`src/rtl/vwb_pkg.sv`:
```
// vwb_pkg: shared window defaults, lane helper and drain FSM states for the video write buffer.
package vwb_pkg;
  localparam logic [31:0] VWB_WIN_BASE  = 32'h0000_8000;
  localparam logic [31:0] VWB_WIN_LIMIT = 32'h0001_FFFF;
  typedef enum logic [1:0] {IDLE, DRAIN, DONE} vwb_state_e;
  function automatic int vwb_lanes(input int data_w);
    return data_w / 8;
  endfunction
endpackage

```
`src/rtl/vwb_fifo_mem.sv`:
```
// vwb_fifo_mem: entry storage with a push port and a read-modify-write merge port on the newest entry.
module vwb_fifo_mem
  import vwb_pkg::*;
#(
  parameter int DATA_W = 32,
  parameter int ADDR_W = 32,
  parameter int DEPTH  = 8,
  localparam int PW = $clog2(DEPTH),
  localparam int NL = vwb_lanes(DATA_W)
) (
  input  logic              clk,
  input  logic              wr_en,
  input  logic [PW-1:0]     wr_ptr,
  input  logic [ADDR_W-1:0] wr_addr,
  input  logic [DATA_W-1:0] wr_data,
  input  logic [NL-1:0]     wr_be,
  input  logic              mrg_en,
  input  logic [PW-1:0]     mrg_ptr,
  input  logic [DATA_W-1:0] mrg_data,
  input  logic [NL-1:0]     mrg_be,
  output logic [ADDR_W-1:0] mrg_addr,
  input  logic [PW-1:0]     rd_ptr,
  output logic [ADDR_W-1:0] rd_addr,
  output logic [DATA_W-1:0] rd_data,
  output logic [NL-1:0]     rd_be
);
  logic [ADDR_W-1:0] mem_addr [DEPTH];
  logic [DATA_W-1:0] mem_data [DEPTH];
  logic [NL-1:0]     mem_be   [DEPTH];
  logic [DATA_W-1:0] mrg_word;
  assign mrg_addr = mem_addr[mrg_ptr];
  assign rd_addr  = mem_addr[rd_ptr];
  assign rd_data  = mem_data[rd_ptr];
  assign rd_be    = mem_be[rd_ptr];
  always_comb begin
    mrg_word = mem_data[mrg_ptr];
    for (int i = 0; i < NL; i++)
      if (mrg_be[i]) mrg_word[i*8 +: 8] = mrg_data[i*8 +: 8];
  end
  always_ff @(posedge clk) begin
    if (wr_en) begin
      mem_addr[wr_ptr] <= wr_addr;
      mem_data[wr_ptr] <= wr_data;
      mem_be[wr_ptr]   <= wr_be;
    end
    if (mrg_en) begin
      mem_data[mrg_ptr] <= mrg_word;
      mem_be[mrg_ptr]   <= mem_be[mrg_ptr] | mrg_be;
    end
  end
endmodule

```
`src/rtl/video_write_buffer.sv`:
```
// video_write_buffer: windowed, optionally coalescing store FIFO from MEM stage to video sink with drain handshake.
module video_write_buffer
  import vwb_pkg::*;
#(
  parameter int DATA_W = 32,
  parameter int ADDR_W = 32,
  parameter int DEPTH  = 8,
  parameter logic [ADDR_W-1:0] WIN_BASE  = ADDR_W'(VWB_WIN_BASE),
  parameter logic [ADDR_W-1:0] WIN_LIMIT = ADDR_W'(VWB_WIN_LIMIT),
  parameter int COALESCE = 1,
  localparam int NL = vwb_lanes(DATA_W),
  localparam int PW = $clog2(DEPTH),
  localparam int LW = PW + 1
) (
  input  logic              clk,
  input  logic              rst,
  input  logic              in_valid,
  input  logic [ADDR_W-1:0] in_addr,
  input  logic [DATA_W-1:0] in_data,
  input  logic [NL-1:0]     in_be,
  output logic              in_ready,
  output logic              out_valid,
  output logic [ADDR_W-1:0] out_addr,
  output logic [DATA_W-1:0] out_data,
  output logic [NL-1:0]     out_be,
  input  logic              out_ready,
  input  logic              drain_req,
  output logic              drained,
  output logic [LW-1:0]     level,
  output logic [LW-1:0]     hwm,
  output logic [15:0]       coalesce_cnt
);
  vwb_state_e state, state_nxt;
  logic [PW-1:0] head, tail, newest;
  logic [ADDR_W-1:0] waddr, nw_addr;
  logic [LW-1:0] level_nxt;
  logic hit, acc, pop, merge, push;
  assign waddr     = in_addr & ~ADDR_W'(NL - 1);
  assign newest    = tail - PW'(1);
  assign hit       = in_addr >= WIN_BASE && in_addr <= WIN_LIMIT;
  assign in_ready  = level != LW'(DEPTH) && state == IDLE;
  assign out_valid = level != '0;
  assign pop       = out_valid && out_ready;
  assign acc       = in_valid && hit && in_ready;
  // A lone entry leaving this cycle cannot absorb the store; it must be pushed instead.
  assign merge     = COALESCE != 0 && acc && out_valid && nw_addr == waddr && !(level == LW'(1) && pop);
  assign push      = acc && !merge;
  assign level_nxt = level + LW'(push) - LW'(pop);
  assign drained   = state == DONE;
  always_comb
    state_nxt = state == IDLE ? (drain_req ? DRAIN : IDLE) :
                !drain_req ? IDLE :
                (state == DRAIN && level_nxt == '0) ? DONE : state;
  always_ff @(posedge clk or negedge rst)
    if (!rst) begin
      head         <= '0;
      tail         <= '0;
      level        <= '0;
      hwm          <= '0;
      coalesce_cnt <= '0;
      state        <= IDLE;
    end else begin
      head         <= head + PW'(pop);
      tail         <= tail + PW'(push);
      level        <= level_nxt;
      hwm          <= level_nxt > hwm ? level_nxt : hwm;
      coalesce_cnt <= coalesce_cnt + 16'(merge && coalesce_cnt != 16'hFFFF);
      state        <= state_nxt;
    end
  vwb_fifo_mem #(.DATA_W(DATA_W), .ADDR_W(ADDR_W), .DEPTH(DEPTH)) u_mem (
    .clk      (clk),
    .wr_en    (push),
    .wr_ptr   (tail),
    .wr_addr  (waddr),
    .wr_data  (in_data),
    .wr_be    (in_be),
    .mrg_en   (merge),
    .mrg_ptr  (newest),
    .mrg_data (in_data),
    .mrg_be   (in_be),
    .mrg_addr (nw_addr),
    .rd_ptr   (head),
    .rd_addr  (out_addr),
    .rd_data  (out_data),
    .rd_be    (out_be)
  );
endmodule
```
`config.mk`:
```
export PLATFORM = sky130hd
export DESIGN_NAME = video_write_buffer
export DESIGN_NICKNAME = d
export VERILOG_FILES = /design/src/rtl/vwb_pkg.sv /design/src/rtl/vwb_fifo_mem.sv /design/src/rtl/video_write_buffer.sv
export SDC_FILE = /design/constraint.sdc
export NUM_CORES = 1
export LEC_CHECK = 0
export CORE_MARGIN = 2
export CORE_UTILIZATION = 55
export CTS_CLUSTER_SIZE = 12
export DETAILED_ROUTE_END_ITERATION = 7
export HOLD_SLACK_MARGIN = 0.15
export PLACE_DENSITY = 0.86
export SLEW_MARGIN = 10
export SYNTH_ARGS = -nofsm -noshare
export SYNTH_HDL_FRONTEND = slang
export SYNTH_SLANG_ARGS = --single-unit
```
`constraint.sdc`:
```
create_clock -name clk -period 18.2 [get_ports clk]
set_input_delay 3.64 -clock clk [delete_from_list [all_inputs] [get_ports clk]]
set_output_delay 3.64 -clock clk [all_outputs]
set_load 0.02 [all_outputs]
```
* Yosys cells after proc, flatten, opt, wreduce, memory -nomap -nowiden
Memories as Yosys holds them, arrays and structs flattened.
Index checks and enable logic that the tools add are counted.
Widths: inputs -> output; s select.
** Operators by class
- $add $sub $neg :: 6
- Order comparisons :: 3
- Equality and inequality tests :: 11
- Muxes and demuxes :: 18
- Bitwise gates (word level) :: 1
- Reductions and logical operators :: 23
** Operators with widths (count)
- $eq 32x32->1 :: 1
- $ge 32x16->1 const B :: 1
- $le 32x17->1 const B :: 1
- $mux 32 :: 1
- $mux 8 :: 4
- $reduce_or 32->1 :: 1
- $add 16x1->16 :: 1
- $ne 16x16->1 const B :: 1
- $logic_and 1x1->1 :: 12
- $mux 4 :: 2
- $reduce_and 2->1 :: 4
- $add 3x1->3 :: 2
- $mux 1 :: 6
- $mux 2 :: 3
- $mux 3 :: 2
- $add 4x1->4 :: 1
- $eq 4x1->1 const B :: 1
- $gt 4x4->1 :: 1
- $logic_not 4->1 :: 1
- $ne 1x1->1 const B :: 4
- $ne 4x4->1 const B :: 1
- $or 4x4->4 :: 1
- $reduce_bool 4->1 :: 1
- $reduce_or 4->1 :: 1
- 7 further kinds :: 8
** Word-level totals
- Register bits :: 32
- Memory bits (writable) :: 528
- Memories kept :: 3
** Memories
- u_mem.mem_data :: depth 8, bits a word 32, rd ports 1, clocked after memory_dff 0, write ports 1, line vwb_fifo_mem.sv:28 : logic [DATA_W-1:0] mem_data [DEPTH];
- u_mem.mem_addr :: depth 8, bits a word 30, rd ports 2, clocked after memory_dff 0, write ports 1, line vwb_fifo_mem.sv:27 : logic [ADDR_W-1:0] mem_addr [DEPTH];
- u_mem.mem_be :: depth 8, bits a word 4, rd ports 2, clocked after memory_dff 0, write ports 1, line vwb_fifo_mem.sv:29 : logic [NL-1:0] mem_be [DEPTH];

* Depth between registers and ports, before layout
Gate-level depths: netlist of the first run.
- Depth in word-level cells :: 16
- Gate-level depth with buffers :: 31
- Depth with buffers taken out :: 22

* Modules after synthesis
A second synthesis of the first run with hierarchy kept.
** Second synthesis, totals
- Cells, all modules :: 1664
- Area total of the unflattened synthesis :: 28677.5 um2
** Modules (own cells, without submodules)
- vwb_fifo_mem :: instances 1, cells each 1478, area an instance 26734.4 um2, sequential area each 16335.7 um2
- video_write_buffer :: instances 1, cells each 186, area an instance 1943.1 um2, sequential area each 800.8 um2

* Worst setup path after synthesis of the first run
OpenSTA, ideal clock, no wires.
- Kind :: input port to flip-flop
- Start point :: input in_valid
- End point :: memory u_mem.mem_addr[6][0] (netlist name), enable pin
- Data arrival time :: 7754 ps
- Required time :: 17707 ps
- Setup slack :: 9954 ps
- Stages on the path :: 10
- Cell sequence :: nor4b_1 -> and3_1 -> o2111ai_1 -> a2111oi_0 -> and3_1 -> nand4_1 -> nor2_1 -> buf_2 -> buf_2 -> nor4_1
** On the way
- Word-level cells in the longest chain between the ends :: 9
** RTL lines
- start: declaration :: line video_write_buffer.sv:17 : input logic in_valid,
- $logic_and 1x1->1 (*) (2 in a row) :: line video_write_buffer.sv:44 : assign acc = in_valid && hit && in_ready;
- $logic_and 1x1->1 (3 in a row) :: line video_write_buffer.sv:46 : assign merge = COALESCE != 0 && acc && out_valid && nw_addr == waddr && !(level == LW'(1) && pop);
- $logic_not 1->1 :: line video_write_buffer.sv:47 : assign push = acc && !merge;
- $logic_and 1x1->1 (*) :: line video_write_buffer.sv:47
- $mux 1 (*) :: line vwb_fifo_mem.sv:41 : if (wr_en) begin
- $mux 1 (not written as such) (*) :: line vwb_fifo_mem.sv:42 : mem_addr[wr_ptr] <= wr_addr;
- end: declaration :: line vwb_fifo_mem.sv:27
Mark *: on every way between the ends. The rest lies on a longest branch, timed or not.

* Final worst setup path of the first run
- Start point :: input in_addr[30]
- End point :: register hwm[1]
** On the way
- Word-level cells in the longest chain between the ends :: 12
- Elaborated cells on any way between the ends :: 14
** RTL lines
- start: declaration :: line video_write_buffer.sv:18 : input logic [ADDR_W-1:0] in_addr,
- $ge 32x16->1 / $le 32x17->1 (equally long branches) :: line video_write_buffer.sv:40 : assign hit = in_addr >= WIN_BASE && in_addr <= WIN_LIMIT;
- $logic_and 1x1->1 :: line video_write_buffer.sv:40
- $logic_and 1x1->1 (2 in a row) :: line video_write_buffer.sv:44
- $logic_and 1x1->1 (3 in a row) :: line video_write_buffer.sv:46
- $logic_not 1->1 :: line video_write_buffer.sv:47
- $logic_and 1x1->1 (*) :: line video_write_buffer.sv:47
- $add 4x1->4 (*) :: line video_write_buffer.sv:48 : assign level_nxt = level + LW'(push) - LW'(pop);
- $sub 4x1->4 (*) :: line video_write_buffer.sv:48
- named net level_nxt[1] :: line video_write_buffer.sv:36 : logic [LW-1:0] level_nxt;
- $gt 4x4->1 :: line video_write_buffer.sv:66 : hwm <= level_nxt > hwm ? level_nxt : hwm;
- end signal: assignment :: line video_write_buffer.sv:66
- end: declaration :: line video_write_buffer.sv:30 : output logic [LW-1:0] hwm,
Mark *: on every way through the listed nets, which the timed path passes. The rest lies on a longest branch.
A chain may end at the register's enable or synchronous reset.

==> results of run 1 <==
[worst max-delay path, cell delays in order]
cell	delay, ns
clkdlybuf4s50_1	0.66
nor4_1	0.51
and3_1	0.22
o2111ai_1	0.11
buf_4	0.24
a2111oi_0	0.30
and3_1	0.24
and4_1	0.36
a21oi_2	0.08
buf_4	0.25
inv_1	0.18
ha_1	0.25
inv_1	0.06
ha_1	0.18
fa_1	0.51
ha_1	0.33
nor2b_1	0.14
o21ai_0	0.14
nand2b_1	0.07
a21oi_1	0.14
a41o_1	0.23
mux2_2	0.36
[cell type report]
class	count	area, um2
Sequential cell	560	16700
Fill cell	2944	16500
Timing Repair Buffer	180	1760
Antenna cell	6	15.0
Inverter	21	78.8
Tap cell	600	751
Clock buffer	75	1490
Multi-Input combinational cell	645	7870
Clock inverter	10	72.6
[flip-flops by register name, indices dropped and copies added (netlist names)]
register        count
u_mem.mem_addr    240
hwm                 4
tail                3
state               2
head                3
u_mem.mem_data    256
coalesce_cnt       16
level               4
u_mem.mem_be       32
[through the flow]
| stage | area [um2] | worst slack (ns) | utilization |
|---|---|---|---|
| after floorplan | 25000 | 9.95 | - |
| after global placement | 27100 | 8.92 | 0.600 |
| after detailed placement | 27100 | 8.89 | 0.600 |
| after CTS | 28700 | 9.52 | 0.635 |
| after global routing | 28700 | 9.02 | 0.635 |
| final | 28700 | 9.47 | 0.635 |
[power by group]
part | internal, mW | switching, mW
registers | 1.43 | 0.0762
logic | 0.626 | 0.552
clock network | 0.579 | 0.448
[cells by family (layout without fill, tap and decap cells)]
kind of cell / after synthesis / in the layout
adder cells (fa/ha/maj): 18 / 18
flip-flops: 560 / 560
multiplexers: 275 / 275
AND/OR/NAND/NOR: 184 / 184
AO/OA/AOI/OAI: 104 / 104
XOR/XNOR: 62 / 62
other: 1 / 8
buffers and inverters: 106 / 286
[metal layers]
layer  routed length, um  global-route usage  vias up
met2               28600               0.401      781
met5                  10                   0        -
met1               22600               0.345     7214
li1                    -                   -     5758
met4                1560              0.0785        2
met3                4630              0.0449      128
[cells in the mapped netlist, drive strengths merged (16+ instances only)]
| master | number | area, um2 |
|---|---|---|
| edfxtp | 528 | 15900 |
| mux4 | 189 | 4310 |
| mux2 | 70 | 788 |
| clkbuf | 43 | 161 |
| buf | 42 | 305 |
| xnor2 | 42 | 375 |
| nand2 | 39 | 146 |
| dfrtp | 32 | 801 |
| nor2 | 30 | 113 |
| a32o | 27 | 270 |
| nand3 | 24 | 120 |
| inv | 21 | 78.8 |
| o21ai | 20 | 100 |
| xor2 | 20 | 194 |
| ha | 17 | 213 |
| nand4 | 17 | 106 |
| a21oi | 16 | 80.1 |
| mux2i | 16 | 160 |
[final timing paths]
path	startpoint	to	depth (start not counted)
max	in_addr[30]	hwm[1]$_DFFE_PN0N_	22
min	coalesce_cnt[12]$_DFF_PN0_	coalesce_cnt[12]$_DFF_PN0_	1
max reg2reg	tail[0]$_DFF_PN0_	hwm[1]$_DFFE_PN0N_	23
min reg2reg	coalesce_cnt[12]$_DFF_PN0_	coalesce_cnt[12]$_DFF_PN0_	1
max in group asynchronous	rst	tail[0]$_DFF_PN0_	2
min in group asynchronous	rst	hwm[2]$_DFFE_PN0N_	2
==> flow_summary.toml, run 1 <==
[cells_and_area]
drive_gt1_frac = 0.233
final_cells = 2097
fin_nets = 1554
final_cell_mix = "edfxtp_1 (528), mux4_2 (174), clkdlybuf4s50_1 (163)"
syn2layout_area_growth_pct = 14.7
final_common_cell = "edfxtp_1"

[die]
core_area_um2 = 45200
die_x_um = 217
ios = 168
start_util = 0.554
die_area_um2 = 47200
rows = 78
fp.dieH_um = 217

[sta]
slew_headroom = 0.291
hold_viol_final = 0
fmax_mhz = 115
setup_tns_ns = 0
period_needed_ns = 8.73
fin_crit_sh = 0.480
tightest_slew_ns = 1.06
grt_setup_unrepaired = "no"
whs_ns = 0.494
skew_ns = 0.0144
drv_slew = 0
setup_violations = 0

[yosys]
synth_top_family_by_area = "multiplexers"
synth_cells = 1310
synth_adder_area_share = 0.00930
muxShareOfSynthArea = 0.210
synth_edf_count = 528
ys_types = 63
ys_ff_latch = 560
synth_simple_gate_area_share = 0.0385
ys.flop_type = "edfxtp_1"
syn-cell-area_um2 = 25000
synth_compound_area_frac = 0.0315
ys_warn_count = 0
async_flop_share = 0.0571
yosysSeqAreaShare = 0.666
synth.avg_cell_area_um2 = 19.1
synthXorXnorAreaFrac = 0.0228

[route]
ant_nets = 0
wirelength_mm = 57.3
drt_iter0_drc = 1666
via_per_inst = 6.62
firstDrtPassIters = 5
wl_per_cell_um = 27.3
vias = 13900
drcViolationCount = 0

[worst_setup_path]
critPathRequiredTime_ns = 18.68
rrSetupSlack_ns = 10.08
cp_max_fo = 40
worstSetupEndpointType = "flop"
worstSetupStartpointType = "primary input"
critical_path_class = "primary input to flop"
cp.arrival_ns = 9.21

[clock_network]
numCtsBuffers = 55
insertion_delay_ns = 0.59
cts_tree = "done"
cts_resized = 0
cts_max_path_buffers = 3
clkTransAtPathRegs_ns = 0.06
clock-root-buffer = "clkbuf_16"
post-cts-setup-buffers = 0
clock_sinks = 560
hold_buffers = 0
htree_levels = 2

[placement]
gp_congestion = 0.807
dp_hpwl_mm = 33.6
dp.cells = 2006
io_buffer_count = 163

[worst_hold_path]
min_path_type = "flop to flop"

[power]
power.density_nw_per_um2 = 129
ir_drop_mv = 0.119
p_total_mw = 3.71
p_leak_nw = 9.14

[global_route]
grt_pass1_wl_mm = 86.9
grt_usage = 0.247
grt_pass1_vias = 14000
overflow = 0
grt_max_degree = 71
antenna_found_initial = 5

[run_status]
outcome = "finished clean"

[run]
maxCapViolCount = 0
No activity file was read; power rests on OpenSTA's default activity.
==> inputs of run 2 (changes only) <==
==> constraint.sdc (replaced) <==
create_clock -name clk -period 8.6 [get_ports clk]
set_input_delay 1.72 -clock clk [delete_from_list [all_inputs] [get_ports clk]]
set_output_delay 1.72 -clock clk [all_outputs]
set_load 0.02 [all_outputs]
==> run 2 against run 1 <==
Die area unchanged. Clock skew rose by 0.011 ns. Final cell count up 0.52%. First-iteration DRC count is 13% lower. Via count decreased by 1.1%. Clock power is 120% higher. Sequential share of layout area fell by 0.28 points. Hold slack improved by 0.021 ns. Register-to-register slack worse by 8.4 ns. Utilization up 0.31 points. Highest routed layer is now met4.
==> flow_summary.toml, run 2 (synthesis results as in run 1) <==
[route]
wl_per_cell_um = 27.0
drcViolationCount = 0
ant_nets = 0
wl_met3_mm = 5.03
firstDrtPassIters = 6
wirelength_mm = 56.9
top_layer = "met4"
via_per_inst = 6.51
wl_met1_mm = 21.6
met2_length_mm = 28.8
vias = 13700
drt_iter0_drc = 1447

[global_route]
overflow = 0
grt_usage = 0.245
grt_pass1_wl_mm = 86.3
grt_max_degree = 111
grt_pass1_vias = 14000
antenna_found_initial = 5

[worst_hold_path]
min_path_type = "flop to flop"

[sta]
slew_headroom = 0.282
hold_viol_final = 0
drv_slew = 0
tightest_slew_ns = 1.08
fmax_mhz = 143
setup_violations = 0
fin_crit_sh = 0.810
setup_tns_ns = 0
grt_setup_unrepaired = "no"
period_needed_ns = 6.97
skew_ns = 0.0252

[cells_and_area]
final.fill_count = 2903
syn2layout_area_growth_pct = 15.3
final_common_cell = "edfxtp_1"
final_cell_mix = "edfxtp_1 (528), mux4_2 (174), clkdlybuf4s50_1 (163)"
multiInputGateArea_um2 = 7870
top_regs = "u_mem.mem_data (256), u_mem.mem_addr (240), u_mem.mem_be (32)"
regArea_um2 = 16700
drive_gt1_frac = 0.235
regMostFlops = "u_mem.mem_data"
largest_reg_flops = 256
fin_nets = 1554

[worst_setup_path]
cp.arrival_ns = 7.45
worstSetupStartpointType = "flop"
worstSetupEndpointType = "flop"
critPathRequiredTime_ns = 9.08
critical_path_class = "flop to flop"
cp_max_fo = 56

[power]
p_leak_nw = 9.20
p_total_mw = 7.95
power.density_nw_per_um2 = 276
ir_drop_mv = 0.338

[run_status]
outcome = "finished clean"

[placement]
gp_congestion = 0.792
dp_hpwl_mm = 33.4
io_buffer_count = 163

[clock_network]
clock_sinks = 560
hold_buffers = 0
htree_levels = 2
cts_max_path_buffers = 3
post-cts-setup-buffers = 0
numCtsBuffers = 56
cts_tree = "done"
insertion_delay_ns = 0.60
cts_resized = 0
clkTransAtPathRegs_ns = 0.06
clock-root-buffer = "clkbuf_16"

[run]
maxCapViolCount = 0

[die]
core_area_um2 = 45200
ios = 168
rows = 78
fp.dieH_um = 217
die_area_um2 = 47200
start_util = 0.554
die_x_um = 217
## run 2: changes by cell type in the layout (fill, tap and decap cells not counted), moves of 2 or more
cell,change
buf_12,+2
clkinv_2,-2
clkbuf_8,+3
buf_4,-3
clkbuf_1,+5
inv_6,+2
## run 2: area by class of cell
class / instances / share of cell area
Sequential cell: 560 / 0.578
Multi-Input combinational cell: 645 / 0.273
Timing Repair Buffer: 179 / 0.0616
Clock buffer: 83 / 0.0539
Tap cell: 600 / 0.0260
Clock inverter: 14 / 0.00451
Inverter: 21 / 0.00273
Antenna cell: 6 / 0.000520
## run 2: per-layer routing
| metal | vias up | global-route usage |
|---|---|---|
| met5 | - | 0 |
| met4 | 0 | 0.0813 |
| met3 | 122 | 0.0489 |
| met2 | 785 | 0.405 |
| met1 | 7055 | 0.331 |
| li1 | 5766 | - |
## run 2: power breakdown
group	total, mW	internal [mW]	switching, mW
logic	2.54	1.33	1.21
clock network	2.27	1.30	0.974
registers	3.14	3.02	0.119
## run 2: through the flow
| stage | hold slack, ns | cells | worst slack, ns | utilization | cell area (um2) |
|---|---|---|---|---|---|
| after CTS | 0.521 | 2102 | 1.46 | 0.638 | 28800 |
| final | 0.515 | 2108 | 1.63 | 0.638 | 28900 |
| after global placement | 0.476 | 2005 | 1.12 | 0.601 | 27100 |
| after detailed placement | 0.513 | 2005 | 0.894 | 0.601 | 27100 |
| after global routing | 0.534 | 2106 | 1.39 | 0.638 | 28800 |
| after floorplan | 0.477 | 1311 | 1.53 | - | 25000 |
## run 2: worst max-delay path, cell delays in order, from the launching register on
cell      delay (ns)
dfrtp_4         0.47
inv_1           0.69
ha_4            0.79
buf_4           0.55
mux4_2          0.39
xor2_1          0.16
nor3_1          0.23
nand3_1         0.16
a32oi_1         0.26
and4_1          0.37
a21oi_2         0.09
inv_1           0.14
ha_1            0.25
inv_1           0.06
ha_1            0.18
fa_1            0.50
ha_1            0.33
nor2b_1         0.14
o21ai_0         0.17
nand2b_1        0.09
a21oi_1         0.15
a41o_1          0.23
mux2_2          0.36
## run 2: path summary, 6_finish.rpt
check | to | cells past startpoint | slack, ns | from
setup / recovery | hwm[1]$_DFFE_PN0N_ | 22 | 1.63 | tail[0]$_DFF_PN0_
hold / removal | coalesce_cnt[8]$_DFF_PN0_ | 1 | 0.51 | coalesce_cnt[8]$_DFF_PN0_
setup reg to reg | hwm[1]$_DFFE_PN0N_ | 22 | 1.63 | tail[0]$_DFF_PN0_
hold reg to reg | coalesce_cnt[8]$_DFF_PN0_ | 1 | 0.51 | coalesce_cnt[8]$_DFF_PN0_
max in group asynchronous | head[2]$_DFF_PN0_ | 2 | 6.70 | rst
min in group asynchronous | state[1]$_DFFE_PN0P_ | 2 | 1.54 | rst
